<file path="config.mk">
export PLATFORM = sky130hd
export DESIGN_NAME = button_debounce_multi
export DESIGN_NICKNAME = d
export VERILOG_FILES = /design/src/rtl/button_debounce_multi.sv
export SDC_FILE = /design/constraint.sdc
export NUM_CORES = 1
export LEC_CHECK = 0
export ABC_AREA = 1
export CAP_MARGIN = 20
export CORE_ASPECT_RATIO = 1.2
export CORE_UTILIZATION = 45
export CTS_BUF_LIST = sky130_fd_sc_hd__clkbuf_2 sky130_fd_sc_hd__clkbuf_4 sky130_fd_sc_hd__clkbuf_8
export DETAILED_ROUTE_END_ITERATION = 10
export PLACE_DENSITY_LB_ADDON = 0.25
export SYNTH_ARGS = -nofsm -noshare
export SYNTH_HDL_FRONTEND = slang
export SYNTH_SLANG_ARGS = --single-unit
</file>
<file path="constraint.sdc">
create_clock -name i_clk -period 2.4 [get_ports i_clk]
set_clock_uncertainty 0.15 [all_clocks]
set_input_delay 0.48 -clock i_clk [delete_from_list [all_inputs] [get_ports i_clk]]
set_output_delay 0.48 -clock i_clk [all_outputs]
set_load 0.02 [all_outputs]
</file>
<file path="src/rtl/button_debounce_multi.sv">
// button_debounce_multi: N independent push-button channels with synchroniser, debounce,
// press/release pulses, long-press and auto-repeat events. Rev 1.0
`default_nettype none

module button_debounce_multi #(
   parameter int NUM_BTN      = 4,
   parameter int DEBOUNCE_CYC = 500_000,
   parameter int LONG_CYC     = 100_000_000,
   parameter int REPEAT_CYC   = 25_000_000,
   parameter bit ACTIVE_HIGH  = 1'b1
) (
   input  logic               i_clk,
   input  logic               i_reset_n,
   input  logic [NUM_BTN-1:0] i_button,
   output logic [NUM_BTN-1:0] o_level,
   output logic [NUM_BTN-1:0] o_press,
   output logic [NUM_BTN-1:0] o_release,
   output logic [NUM_BTN-1:0] o_long,
   output logic [NUM_BTN-1:0] o_repeat
);

   localparam int DB_W       = $clog2(DEBOUNCE_CYC + 1);
   localparam int HOLD_W     = $clog2(LONG_CYC + 1);
   localparam int REP_W      = (REPEAT_CYC > 0) ? $clog2(REPEAT_CYC + 1) : 1;
   localparam int DB_LAST_I  = DEBOUNCE_CYC - 1;
   localparam int HOLD_LAST_I = LONG_CYC - 1;
   localparam int REP_LAST_I = (REPEAT_CYC > 0) ? REPEAT_CYC - 1 : 0;
   localparam logic [DB_W-1:0]   DB_LAST   = DB_LAST_I[DB_W-1:0];
   localparam logic [HOLD_W-1:0] HOLD_LAST = HOLD_LAST_I[HOLD_W-1:0];
   localparam logic [REP_W-1:0]  REP_LAST  = REP_LAST_I[REP_W-1:0];
   localparam logic              IDLE_PIN  = ACTIVE_HIGH ? 1'b0 : 1'b1;

   typedef enum logic [2:0] {
      S_IDLE       = 3'd0,
      S_PRESS_WAIT = 3'd1,
      S_HELD       = 3'd2,
      S_LONG_HELD  = 3'd3,
      S_REL_WAIT   = 3'd4
   } state_t;

   logic [NUM_BTN-1:0] sync1;
   logic [NUM_BTN-1:0] sync2;
   logic [NUM_BTN-1:0] raw;

   // Reset parks the synchroniser at the released level so a button held through
   // reset is seen as a fresh press once reset lifts.
   always_ff @(posedge i_clk) begin
      if (!i_reset_n) begin
         sync1 <= {NUM_BTN{IDLE_PIN}};
         sync2 <= {NUM_BTN{IDLE_PIN}};
      end else begin
         sync1 <= i_button;
         sync2 <= sync1;
      end
   end

   assign raw = ACTIVE_HIGH ? sync2 : ~sync2;

   for (genvar i = 0; i < NUM_BTN; i++) begin : g_ch
      state_t            state,     state_nx;
      logic [DB_W-1:0]   db_cnt,    db_cnt_nx;
      logic [HOLD_W-1:0] hold_cnt,  hold_cnt_nx;
      logic [REP_W-1:0]  rep_cnt,   rep_cnt_nx;
      logic              long_flag, long_flag_nx;
      logic              level_q,   level_nx;
      logic              press_q,   press_nx;
      logic              rel_q,     rel_nx;
      logic              lng_q,     lng_nx;
      logic              rep_q,     rep_nx;

      always_ff @(posedge i_clk) begin
         if (!i_reset_n) begin
            state     <= S_IDLE;
            db_cnt    <= '0;
            hold_cnt  <= '0;
            rep_cnt   <= '0;
            long_flag <= 1'b0;
            level_q   <= 1'b0;
            press_q   <= 1'b0;
            rel_q     <= 1'b0;
            lng_q     <= 1'b0;
            rep_q     <= 1'b0;
         end else begin
            state     <= state_nx;
            db_cnt    <= db_cnt_nx;
            hold_cnt  <= hold_cnt_nx;
            rep_cnt   <= rep_cnt_nx;
            long_flag <= long_flag_nx;
            level_q   <= level_nx;
            press_q   <= press_nx;
            rel_q     <= rel_nx;
            lng_q     <= lng_nx;
            rep_q     <= rep_nx;
         end
      end

      always_comb begin
         state_nx     = state;
         db_cnt_nx    = db_cnt;
         hold_cnt_nx  = hold_cnt;
         rep_cnt_nx   = rep_cnt;
         long_flag_nx = long_flag;
         level_nx     = level_q;
         press_nx     = 1'b0;
         rel_nx       = 1'b0;
         lng_nx       = 1'b0;
         rep_nx       = 1'b0;
         case (state)
            S_IDLE: begin
               if (raw[i]) begin
                  state_nx  = S_PRESS_WAIT;
                  db_cnt_nx = '0;
               end
            end
            S_PRESS_WAIT: begin
               if (!raw[i]) begin
                  state_nx = S_IDLE;
               end else if (db_cnt == DB_LAST) begin
                  state_nx    = S_HELD;
                  press_nx    = 1'b1;
                  level_nx    = 1'b1;
                  hold_cnt_nx = '0;
               end else begin
                  db_cnt_nx = db_cnt + 1'b1;
               end
            end
            S_HELD: begin
               if (!raw[i]) begin
                  state_nx  = S_REL_WAIT;
                  db_cnt_nx = '0;
               end else if (hold_cnt == HOLD_LAST) begin
                  state_nx     = S_LONG_HELD;
                  lng_nx       = 1'b1;
                  long_flag_nx = 1'b1;
                  rep_cnt_nx   = '0;
               end else begin
                  hold_cnt_nx = hold_cnt + 1'b1;
               end
            end
            S_LONG_HELD: begin
               if (!raw[i]) begin
                  state_nx  = S_REL_WAIT;
                  db_cnt_nx = '0;
               end else if (REPEAT_CYC != 0) begin
                  if (rep_cnt == REP_LAST) begin
                     rep_nx     = 1'b1;
                     rep_cnt_nx = '0;
                  end else begin
                     rep_cnt_nx = rep_cnt + 1'b1;
                  end
               end
            end
            S_REL_WAIT: begin
               // A bounce back to pushed resumes the hold with counters frozen.
               if (raw[i]) begin
                  state_nx = long_flag ? S_LONG_HELD : S_HELD;
               end else if (db_cnt == DB_LAST) begin
                  state_nx     = S_IDLE;
                  rel_nx       = 1'b1;
                  level_nx     = 1'b0;
                  long_flag_nx = 1'b0;
               end else begin
                  db_cnt_nx = db_cnt + 1'b1;
               end
            end
            default: state_nx = S_IDLE;
         endcase
      end

      assign o_level[i]   = level_q;
      assign o_press[i]   = press_q;
      assign o_release[i] = rel_q;
      assign o_long[i]    = lng_q;
      assign o_repeat[i]  = rep_q;
   end

endmodule

`default_nettype wire

</file>
## Word-level counts from Yosys, hierarchy flattened

Cells that the tools add are included.

| operators by class | value |
|---|---|
| $add $sub $neg | 12 |
| equal/unequal tests | 84 |
| mux-type cells | 148 |
| bitwise logic cells | 5 |
| reduce and logical (&&, ||, !) cells | 68 |

Operators by type and width:

| kind | number |
|---|---|
| $mux W27 | 16 |
| $mux W25 | 16 |
| $mux W19 | 20 |
| $pmux W19 S4 | 4 |
| $pmux W27 S2 | 4 |
| $pmux W25 S2 | 4 |
| $add A27 B1 Y27 const B | 4 |
| $eq A27 B27 Y1 const B | 4 |
| $add A25 B1 Y25 const B | 4 |
| $eq A25 B25 Y1 const B | 4 |
| $reduce_and A5 Y1 | 20 |
| $mux W3 | 32 |
| $ne A2 B2 Y1 const B | 44 |
| $add A19 B1 Y19 const B | 4 |
| $eq A19 B19 Y1 const B | 4 |
| $pmux W3 S5 | 4 |
| $mux W1 | 40 |
| $ne A3 B3 Y1 const B | 12 |
| $reduce_and A3 Y1 | 12 |
| $reduce_bool A2 Y1 | 16 |
| $eq A3 B2 Y1 const B | 8 |
| $pmux W1 S2 | 8 |
| $reduce_and A4 Y1 | 4 |
| $reduce_bool A4 Y1 | 4 |
| 6 further kinds | 25 |

| word-level totals | value |
|---|---|
| flip-flop bits (word level) | 328 |
| bits of input ports | 6 |
| output and inout port bits | 20 |
| word-level logic and storage cells | 359 |

## Longest topological paths before layout

| depth | value |
|---|---|
| depth in word-level cells | 4 |
| depth in mapped cells | 13 |
| gate-level depth less buffers | 12 |

## Worst setup path before layout

OpenSTA, ideal clock, no wires.

| timing path | value |
|---|---|
| path kind | register -> register |
| start | register g_ch[0].hold_cnt[0] |
| end | register g_ch[0].rep_cnt[1] |
| setup time | 115 ps |
| arrival time | 1630 ps |
| required time | 2135 ps |
| setup slack | 505 ps |
| stages on the path, launching flop included | 14 |
| buffers on the path | 1 |
| period minus slack after synthesis | 1895 ps |
| cells stage by stage | dfxtp_1 > ha_1 > nand2_2 > nor2_4 > nand2_2 > nor2_4 > nand2_2 > nand2_2 > nand2_2 > nand2_1 > nand2_1 > buf_4 > o21ai_1 > nor2_1 |

| on the way | value |
|---|---|
| word-level cells in the longest chain between the ends | 3 |

RTL lines:

| what | RTL line | RTL |
|---|---|---|
| start: declaration | 62 | `logic [HOLD_W-1:0] hold_cnt, hold_cnt_nx;` |
| start signal: assignment | 86 | `hold_cnt <= hold_cnt_nx;` |
| $eq A27 B27 Y1 | 131 | `end else if (hold_cnt == HOLD_LAST) begin` |
| $ne A2 B2 Y1 (no line) | - |  |
| $reduce_and A4 Y1 (no line) | - |  |
| end signal: assignment | 87 | `rep_cnt <= rep_cnt_nx;` |
| end: declaration | 63 | `logic [REP_W-1:0] rep_cnt, rep_cnt_nx;` |

Every way passes these cells.
A chain may end at the register's enable or synchronous reset.

## Final worst setup path

| timing path | value |
|---|---|
| start | register g_ch[1].level_q |
| end | output o_level[1] |

RTL lines:

| what | RTL line | RTL |
|---|---|---|
| start: declaration | 65 | `logic level_q, level_nx;` |
| start signal: assignment | 89 | `level_q <= level_nx;` |
| end: declaration | 15 | `output logic [NUM_BTN-1:0] o_level,` |

No word-level cell between the ends.

==> results_dict.tcl <==
set metrics [dict create \
    synth-simple-area-share 0.456 \
    synth_fa_ha_area_frac 0.00723 \
    path_class "flip-flop to output pin" \
    hold_viol_final 0 \
    io_pins 26 \
    max_slew_margin 0.511 \
    floorplan.die_area_sq_um 47000 \
    drc_errors 0 \
    die_height_microns 237 \
    slowest_stage "clkdlybuf4s50_1" \
    fin_crit_ps 2320 \
    synth_compound_area_frac 0.0898 \
    grt_pass1_wl_mm 90.2 \
    cellInternalPower_mw 10.4 \
    pwr-share-comb 0.260 \
    path_buf_inv 1 \
    p_sw_frac 0.352 \
    min_from "i_button[3]" \
    overflow 0 \
    drtIter0Drc 1228 \
    clock_tree.buffer_depth 3 \
    muxShareOfSynthArea 0 \
    io_buffers 25 \
    syn_to_final_growth_pct 11.1 \
    period_share 0.967 \
    p_sw_mw 5.65 \
    antenna_found_initial 1 \
    cp_max_fo 2 \
    gp_congestion 0.947 \
    cts_buffers 58 \
    timing.rr.end "g_ch[3].rep_cnt[24]" \
    max_freq_mhz 431 \
    vias 20913 \
    max_stage_delay_ps 630 \
    fin_tns_setup_ps 0 \
    first_global_vias 19728 \
    path_clk_slew_ps 60 \
    holdPathStages 3 \
    synth_cell_types 53 \
    synth_xor_area_frac 0.0308 \
    cp.required_ps 1770 \
    reg2reg_slack_ps 200 \
    cts_root_buf "clkbuf_8" \
    min_to "sync1[3]" \
    tritoncts "yes" \
    grt.total_usage 0.227 \
    die_w_microns 198 \
    finish.utilization 0.511 \
    worstMarginPinSlew_ps 731 \
    wl_per_cell_microns 12.6 \
    initial_core_util 0.460 \
    reg2reg_from "g_ch[3].hold_cnt[0]" \
    clkPwrFrac 0.383 \
    htree_num_levels 2 \
    clk_latency_ps 650 \
    endpoint_kind "output pin" \
    cp-start-kind "flip-flop" \
    p_leak_nw 8.43 \
    dr.pass1.iters 5 \
    drive_above_1_share 0.0820 \
    layout.nets 3497 \
    synth_top_family_by_area "simple AND/OR/NAND/NOR gates" \
    rsz0062_at_grt "false" \
    critPathTopFamily "buffers and inverters" \
    grt_max_degree 62 \
    hpwl_mm 37.6 \
    synthCells 3439 \
    synth_top_cell_area_share 0.316 \
    netlist_area_sq_um 20800 \
    crit_arrival_ps 1690 \
    clock_sinks 328 \
    yosysSeqAreaShare 0.316 \
    rows 85 \
    ys_seq_elements 328 \
    power_frac_seq 0.357 \
    crit_chain "clkdlybuf4s50_1" \
    powerDensity_nw_per_um2 695 \
    synth.largest_area_cell "dfxtp_1" \
    synthTopCellsByArea "dfxtp_1 32%, nand2_1 17%, nor2_1 11%" \
    ir_drop_uv 619 \
    slew_violations 0 \
    core_area_sq_um 45200 \
    ant_nets 0 \
    totalWireLength_mm 52.3 \
    setup_violations 0 \
    synth_warnings 0 \
    postCtsSetupRepairBufs 0 \
    maxCapViolCount 0 \
    ff2ff_path_depth 12 \
    synth_ff_type "dfxtp_1" \
    synth-edff-count 0 \
    outcome "finished clean" \
    viasPerCell 5.06 \
    async_flop_share 0 \
    synthesis.nets 3457 \
    hold_path_class "primary input to flip-flop" \
    syn_avg_cell_area_sq_um 6.04 \
]
[per-layer routing]
metal / routed length (microns) / share of wire / vias up / global-route usage
li1: - / - / 11054 / -
met1: 23800 / 0.45 / 9344 / 0.277
met2: 25200 / 0.48 / 395 / 0.404
met3: 1820 / 0.035 / 120 / 0.0260
met4: 1560 / 0.030 / 0 / 0.0846
met5: 0 / 0 / - / 0
[state kept, by name, indices dropped and copies added, names as in the netlist]
register,count
g_ch.hold_cnt,108
sync1,4
g_ch.rep_q,4
g_ch.lng_q,4
raw,4
g_ch.rep_cnt,100
g_ch.long_flag,4
g_ch.level_q,4
g_ch.state,12
g_ch.db_cnt,76
g_ch.press_q,4
g_ch.rel_q,4
[worst register-to-register path: cells and delay by family (launching register included)]
| kind | cells | cell delay, ps |
|---|---|---|
| simple gates | 10 | 1210 |
| buf+inv | 1 | 140 |
| fa+ha+maj | 1 | 190 |
| flops | 1 | 400 |
[kinds of logic after synthesis]
logic type	Yosys count
compound gates	349
buf+inv	481
flops	328
simple gates	2196
xor+xnor	73
fa+ha+maj	12
[per-stage QoR]
stage	setup WS (ps)	power [mW]	hold slack, ps	std cells	instance area, sq um
after floorplan	505	9.03	240	3439	20800
after global placement	210	9.98	244	4027	21700
after detailed placement	185	9.98	264	4027	21700
after CTS	40.4	16.2	151	4135	23100
after global routing	6.35	17.0	201	4136	23100
final	79.6	16.1	203	4136	23100
[worst max path at each step]
stage | endpoint | startpoint | cells past startpoint | slack (ps)
final | o_level[1] | g_ch[1].level_q | 1 | 80
after global routing | g_ch[2].rep_cnt[6] | g_ch[2].hold_cnt[0] | 11 | 6
after CTS | o_level[1] | g_ch[1].level_q | 1 | 40
after detailed placement | g_ch[0].rep_cnt[20] | g_ch[0].hold_cnt[0] | 12 | 180
after global placement | g_ch[0].rep_cnt[20] | g_ch[0].hold_cnt[0] | 12 | 210
after floorplan | g_ch[0].rep_cnt[1] | g_ch[0].hold_cnt[0] | 13 | 500
[cell usage after synthesis, types with 5 or more instances]
cell	instances
nor4_1	6
a21oi_1	224
nand3_2	7
nor2_1	623
nor3_1	97
nand2_4	7
ha_1	12
nand2_2	25
dfxtp_1	328
clkbuf_1	32
buf_4	36
o21bai_1	16
and3_1	5
nand3_1	314
buf_2	24
buf_6	14
o21ai_0	74
nor2_4	8
nor2_2	21
or2_2	7
and2_1	5
nor3b_1	6
nand2_1	958
xnor2_1	14
o21ai_1	13
nand4_1	82
nand3b_1	14
inv_1	345
xor2_1	59
inv_2	23
[final cells by class]
type | count | area, sq um
multi-input cells | 2630 | 12100
clock inverters | 13 | 190
flip-flops and latches | 328 | 6570
diodes | 1 | 2.50
inverters | 370 | 1400
clock buffers | 94 | 1210
well taps | 609 | 762
fillers | 4725 | 22100
repair buffers | 91 | 816
[cell usage in the layout (no fill, tap or decap), drive strengths merged, types with 6 or more instances in the layout]
cell type,synthesis,routed
nand2,990,990
nor2,653,653
inv,369,369
dfxtp,328,328
nand3,324,324
a21oi,227,227
nor3,100,100
clkbuf,33,94
o21ai,88,88
nand4,84,84
buf,78,66
xor2,59,59
clkdlybuf4s50,0,24
o21bai,16,16
nand3b,14,14
xnor2,14,14
ha,12,12
clkinv,1,9
or2,8,8
nor4,6,6
nor3b,6,6
[repair_timing]
item / CTS / global route
endpoints found under the setup margin: 0 / 28
hold endpoints to repair: 1 / 0
gates resized for setup: 0 / 6
hold buffers: 1 / 0
[power groups by stage]
stage	Clock, mW	Combinational, mW	Sequential (mW)
after floorplan	0	3.21	5.81
after global placement	0	4.14	5.85
after detailed placement	0	4.13	5.85
after CTS	6.34	4.15	5.73
after global routing	6.58	4.69	5.75
final	6.14	4.18	5.73
Note: power is estimated with default switching activity, not from simulation.
